<file path="src/rtl/ifu.sv">
// Instruction fetch unit: drives a req/gnt/rvalid instruction memory, buffers the
// returned words and presents {inst, inst_pc} to the decoder. Define IFU_MISALIGN_CHECK_EN
// to flag misaligned redirects with a sticky fetch_err instead of silently aligning them.
module ifu #(
    parameter int                   CPU_WIDTH  = 32,
    parameter logic [CPU_WIDTH-1:0] RESET_PC   = '0,
    parameter int                   FIFO_DEPTH = 2
) (
    input  logic                 clk,
    input  logic                 rst,
    output logic                 imem_req,
    output logic [CPU_WIDTH-1:0] imem_addr,
    input  logic                 imem_gnt,
    input  logic                 imem_rvalid,
    input  logic [CPU_WIDTH-1:0] imem_rdata,
    input  logic                 redirect,
    input  logic [CPU_WIDTH-1:0] redirect_pc,
    output logic                 inst_valid,
    output logic [CPU_WIDTH-1:0] inst,
    output logic [CPU_WIDTH-1:0] inst_pc,
    input  logic                 inst_ready,
    output logic                 fetch_err
);

    localparam int CW = $clog2(FIFO_DEPTH + 1) + 1;
    localparam int PW = (FIFO_DEPTH > 1) ? $clog2(FIFO_DEPTH) : 1;

    logic [CPU_WIDTH-1:0] fetch_pc_q, fetch_pc_d;
    logic [CPU_WIDTH-1:0] head_pc_q, head_pc_d;
    logic [CPU_WIDTH-1:0] fifo_q [FIFO_DEPTH];
    logic [CPU_WIDTH-1:0] fifo_d [FIFO_DEPTH];
    logic [PW-1:0]        rd_ptr_q, rd_ptr_d, wr_ptr_q, wr_ptr_d;
    logic [CW-1:0]        fifo_cnt_q, fifo_cnt_d;
    logic [CW-1:0]        live_cnt_q, live_cnt_d;
    logic [CW-1:0]        drop_cnt_q, drop_cnt_d;
    logic                 err_q, err_d;

    logic [CPU_WIDTH-1:0] redir_pc;
    logic                 misalign;
    logic                 halted;
    logic [CW+1:0]        in_use;
    logic                 gnt_fire, push, pop;

`ifdef IFU_MISALIGN_CHECK_EN
    assign redir_pc  = redirect_pc;
    assign misalign  = |redirect_pc[1:0];
    assign halted    = err_q;
    assign fetch_err = err_q && !rst;
`else
    logic unused_lowbits;
    assign unused_lowbits = ^{redirect_pc[1:0], err_q};
    assign redir_pc  = {redirect_pc[CPU_WIDTH-1:2], 2'b00};
    assign misalign  = 1'b0;
    assign halted    = 1'b0;
    assign fetch_err = 1'b0;
`endif

    function automatic logic [PW-1:0] ptr_inc(input logic [PW-1:0] p);
        return (p == PW'(FIFO_DEPTH - 1)) ? '0 : p + 1'b1;
    endfunction

    // Buffered plus in-flight words (kept or dropped) never exceed the FIFO size,
    // so every response that is kept is guaranteed a slot.
    assign in_use = (CW+2)'(fifo_cnt_q) + (CW+2)'(live_cnt_q) + (CW+2)'(drop_cnt_q);

    assign imem_req   = !rst && !redirect && !halted && (in_use < (CW+2)'(FIFO_DEPTH));
    assign imem_addr  = fetch_pc_q;
    assign inst_valid = !rst && !redirect && (fifo_cnt_q != '0);
    assign inst       = fifo_q[rd_ptr_q];
    assign inst_pc    = head_pc_q;

    assign gnt_fire = imem_req && imem_gnt;
    assign push     = imem_rvalid && (drop_cnt_q == '0);
    assign pop      = inst_valid && inst_ready;

    always_comb begin
        fetch_pc_d = fetch_pc_q;
        head_pc_d  = head_pc_q;
        fifo_d     = fifo_q;
        rd_ptr_d   = rd_ptr_q;
        wr_ptr_d   = wr_ptr_q;
        fifo_cnt_d = fifo_cnt_q + CW'(push) - CW'(pop);
        live_cnt_d = live_cnt_q + CW'(gnt_fire) - CW'(push);
        drop_cnt_d = drop_cnt_q;
        err_d      = err_q;

        if (gnt_fire) fetch_pc_d = fetch_pc_q + CPU_WIDTH'(4);
        if (imem_rvalid && !push) drop_cnt_d = drop_cnt_q - 1'b1;
        if (push) begin
            fifo_d[wr_ptr_q] = imem_rdata;
            wr_ptr_d         = ptr_inc(wr_ptr_q);
        end
        if (pop) begin
            head_pc_d = head_pc_q + CPU_WIDTH'(4);
            rd_ptr_d  = ptr_inc(rd_ptr_q);
        end

        // A response landing in the redirect cycle belongs to the old stream.
        if (redirect) begin
            fetch_pc_d = redir_pc;
            head_pc_d  = redir_pc;
            rd_ptr_d   = '0;
            wr_ptr_d   = '0;
            fifo_cnt_d = '0;
            drop_cnt_d = drop_cnt_q + live_cnt_q - CW'(imem_rvalid);
            live_cnt_d = '0;
            err_d      = misalign;
        end
    end

    always_ff @(posedge clk) begin
        if (rst) begin
            fetch_pc_q <= RESET_PC;
            head_pc_q  <= RESET_PC;
            rd_ptr_q   <= '0;
            wr_ptr_q   <= '0;
            fifo_cnt_q <= '0;
            live_cnt_q <= '0;
            drop_cnt_q <= '0;
            err_q      <= 1'b0;
        end else begin
            fetch_pc_q <= fetch_pc_d;
            head_pc_q  <= head_pc_d;
            rd_ptr_q   <= rd_ptr_d;
            wr_ptr_q   <= wr_ptr_d;
            fifo_cnt_q <= fifo_cnt_d;
            live_cnt_q <= live_cnt_d;
            drop_cnt_q <= drop_cnt_d;
            err_q      <= err_d;
        end
    end

    always_ff @(posedge clk) begin
        fifo_q <= fifo_d;
    end

endmodule
</file>
<file path="config.mk">
export PLATFORM = sky130hd
export DESIGN_NAME = ifu
export DESIGN_NICKNAME = d
export VERILOG_FILES = /design/src/rtl/ifu.sv
export SDC_FILE = /design/constraint.sdc
export NUM_CORES = 1
export LEC_CHECK = 0
export ABC_AREA = 1
export CAP_MARGIN = 20
export CORE_ASPECT_RATIO = 0.8
export CORE_MARGIN = 4
export CORE_UTILIZATION = 40
export DETAILED_ROUTE_END_ITERATION = 8
export GPL_TIMING_DRIVEN = 0
export PLACE_DENSITY = 0.7
export SYNTH_ARGS = -nofsm -noshare
export SYNTH_HDL_FRONTEND = slang
export SYNTH_SLANG_ARGS = --single-unit
export TNS_END_PERCENT = 1
</file>
<file path="constraint.sdc">
create_clock -name clk -period 10.5 [get_ports clk]
set_clock_uncertainty 0.1 [all_clocks]
set_input_delay 1.05 -clock clk [delete_from_list [all_inputs] [get_ports clk]]
set_output_delay 1.05 -clock clk [all_outputs]
set_load 0.02 [all_outputs]
</file>
==> impl_results.md <==
* Worst VDD drop at 121 uV
* CTS-repair resized insts at 0
* Flop pwr share at 0.401
* Critical Path, Cell by Cell: clkdlybuf4s50_1 -> nor2_4 -> clkbuf_1 -> nand2_1 -> inv_1 -> clkdlybuf4s50_1
* GP Congestion at around 0.95
* Initial drt markers at 681
* Ports at 169
* Mapped Cells at around 1000
* Met2 Usage GRT at 0.351
* Post-synthesis sequential area ratio at 0.454
* IO buf count at 160
* R2r setup slk at about 6700 ps
* Crit path max fanout at 10
* FP Rows at between 40 and 50
* Hold crit path type: flop to flop
* Sw Pwr at 482 uW
* Tightest Pin Transition at 951 ps
* Clk network pwr share at 0.400
* CP Depth at 6
* Critical path class: primary input to primary output
* Fin area at 0.00990 sq mm
* Worst-Skew Late Latency at 430 ps
* FMAX at 237 MHz
* PnR worst setup slack at 6270 ps
* P&R area growth vs syn at 34.6%
* Rel. slew slack at 0.364
* Global Route met3 Usage at 0.0432
* Sink Count at around 140
* Switching Share at 0.304
* ANT nets after route at 0
* Placed cell area at between 0.009 and 0.01 sq mm
* Root Buffer: clkbuf_16
* Final nets at 1269
* Max-slew violations at 0
* Initial antenna violation count at 0
* Core ar. at 0.0181 sq mm
* GR Util met1 at 0.313
* HP Start: imem_addr[2]
* Remaining DRCs at 0
* R2r worst-path depth at 16
* Total CTS buffers at 17
* Unique masters post-synth at 42
* Total track usage at 0.225
* RSZ-0062 raised after global routing: no
* Hold depth at 2
* CP delay by family, top: buffers and inverters
* #FFs+latches synth at 135
* Commonest cells after routing, fill and taps aside: nand2_1 (344), clkdlybuf4s50_1 (160), nor2_1 (110)
* Number of global-route vias before repair at about 6700
* Worst path slowest cell: clkdlybuf4s50_1
* Worst path most repeated cell: clkdlybuf4s50_1
* Via-per-instance ratio at 5.02
* Hold Path End: imem_addr[2]
* Setup bufs post-CTS at 0
* Pre-CTS setup slack at 6280 ps
* Status: completed
* First-pass DRT Iterations at 6
* First-pass GRT wire length at 36100 microns
* Worst Path Required at 9350 ps
* CTS tree: yes
* Layout Utilization at 0.547
* Logic pwr share at 0.200
* Initial Util at 0.406
* Max-cap violations at 0
* Die ar. at 0.0206 sq mm
* Final period util at 0.403
* Fin Hold WS at 446 ps
* Leak pwr at 0.00397 uW
* Hold Violations, Final at 0
* Syn avg cell area at 7.39 sq um
* Layout cells sized above 1 at 0.0596
* Final WL at 23200 microns
* # hold bufs at CTS at 0
* Clock buffer depth at 2
* Overflow after GRT at 0
* Total number of vias at between 7000 and 8000
* Critical path buffers and inverters at 4
* Critical Path Max Stage Delay at 590 ps
* Critical Path AT at 3080 ps
* Synth Cell Area at between 0.007 and 0.008 sq mm
* DP HPWL at 17300 microns
* Setup crit end kind: primary output
* Reg clk slew, reported paths at 60 ps
* Reg2Reg Capture Point: live_cnt_q[2]
* Reg2Reg Launch Point: live_cnt_q[1]
* WL/cell at 16.3 microns
* Minimum clock period at around 4200 ps
* Die W at 160 microns
* GRT busiest layer: met2
* P per Cell Area at about 160 mW/mm^2
* H-tree depth at 4
* Internal at 1100 uW
* Ant. Diodes at 0
* CP Launch Type: primary input
* Die Ht at 129 microns
* Final setup fails at 0
* Ys Warns at 0
* Setup tns final at 0 ps
* Largest net degree at the start of global routing at 33
* Commonest non-fill, non-tap cell in the layout: nand2_1
## cells by family after synthesis
| group | share of synthesized area |
|---|---|
| other | 0.000510 |
| AND/OR/NAND/NOR | 0.317 |
| XOR/XNOR | 0.0226 |
| AO/OA/AOI/OAI | 0.0815 |
| buffers and inverters | 0.0838 |
| adder cells (fa/ha/maj) | 0.0401 |
| flip-flops | 0.454 |
## tightest hold or removal path, delay by kind of cell, from the launching register on
family	cells	cell delay, ps
DFF	1	350
and+or+nand+nor	1	80
AOI/OAI and AO/OA	1	70
## cells in the mapped netlist (all sizes together)
library cell,n,area share
or2,3,0.0026
o21bai,1,0.0010
o22ai,3,0.0026
o21a,1,0.0010
fa,6,0.016
conb,1,0.00051
nand2,346,0.18
o221ai,1,0.0012
o21ai,41,0.028
xnor2,8,0.0095
dfxtp,71,0.19
buf,17,0.017
nor3,5,0.0034
nand4,6,0.0051
nor2,119,0.065
nand3,74,0.054
clkinv,3,0.0022
clkbuf,18,0.0092
o31ai,1,0.0010
xor2,11,0.013
a21oi,53,0.037
o211ai,2,0.0020
and2,1,0.00085
nand3b,9,0.0092
ha,14,0.024
a21o,1,0.0010
a31oi,6,0.0051
inv,109,0.056
a211oi,1,0.0010
edfxtp,64,0.26
## how the worst max path moves through the flow
stage	start	endpoint	slack, ps
global placement	imem_rvalid	fifo_q[12]	5920
global route	rst	inst_valid	6160
finish	rst	inst_valid	6270
detailed placement	rst	inst_valid	6280
CTS	rst	inst_valid	6270
floorplan	live_cnt_q[1]	live_cnt_q[2]	6990
## state kept, by name (all words and copies together) (netlist names)
name        flops
drop_cnt_q      3
wr_ptr_q        1
fifo_q         64
imem_addr      30
live_cnt_q      3
rd_ptr_q        1
fifo_cnt_q      3
inst_pc        30
## layer usage
metal	vias to the layer above	share of wire
li1	3553	-
met1	3208	0.46
met4	0	0.029
met3	43	0.088
met5	-	0
met2	337	0.43
## power groups by stage
stage / Sequential, uW / Combinational (uW) / Clock (uW)
after floorplan: 653 / 162 / 0
after global placement: 645 / 310 / 0
after detailed placement: 644 / 316 / 0
after CTS: 634 / 318 / 640
after global routing: 639 / 346 / 663
final: 634 / 316 / 633
## per-stage QoR
step	total power, uW	std cells
finish	1580	1422
global route	1650	1422
CTS	1590	1422
detailed placement	960	1390
global placement	955	1390
floorplan	815	1000
## final cells by class
type	count	area, sq um
tap	230	288
clock buffer	17	425
inverter	112	425
sequential	135	3340
timing repair buffer	160	1600
clock inverter	15	200
fill	1700	8210
multi-input combinational	718	3430
buffer	35	191
(Power assumes the default switching activity.)
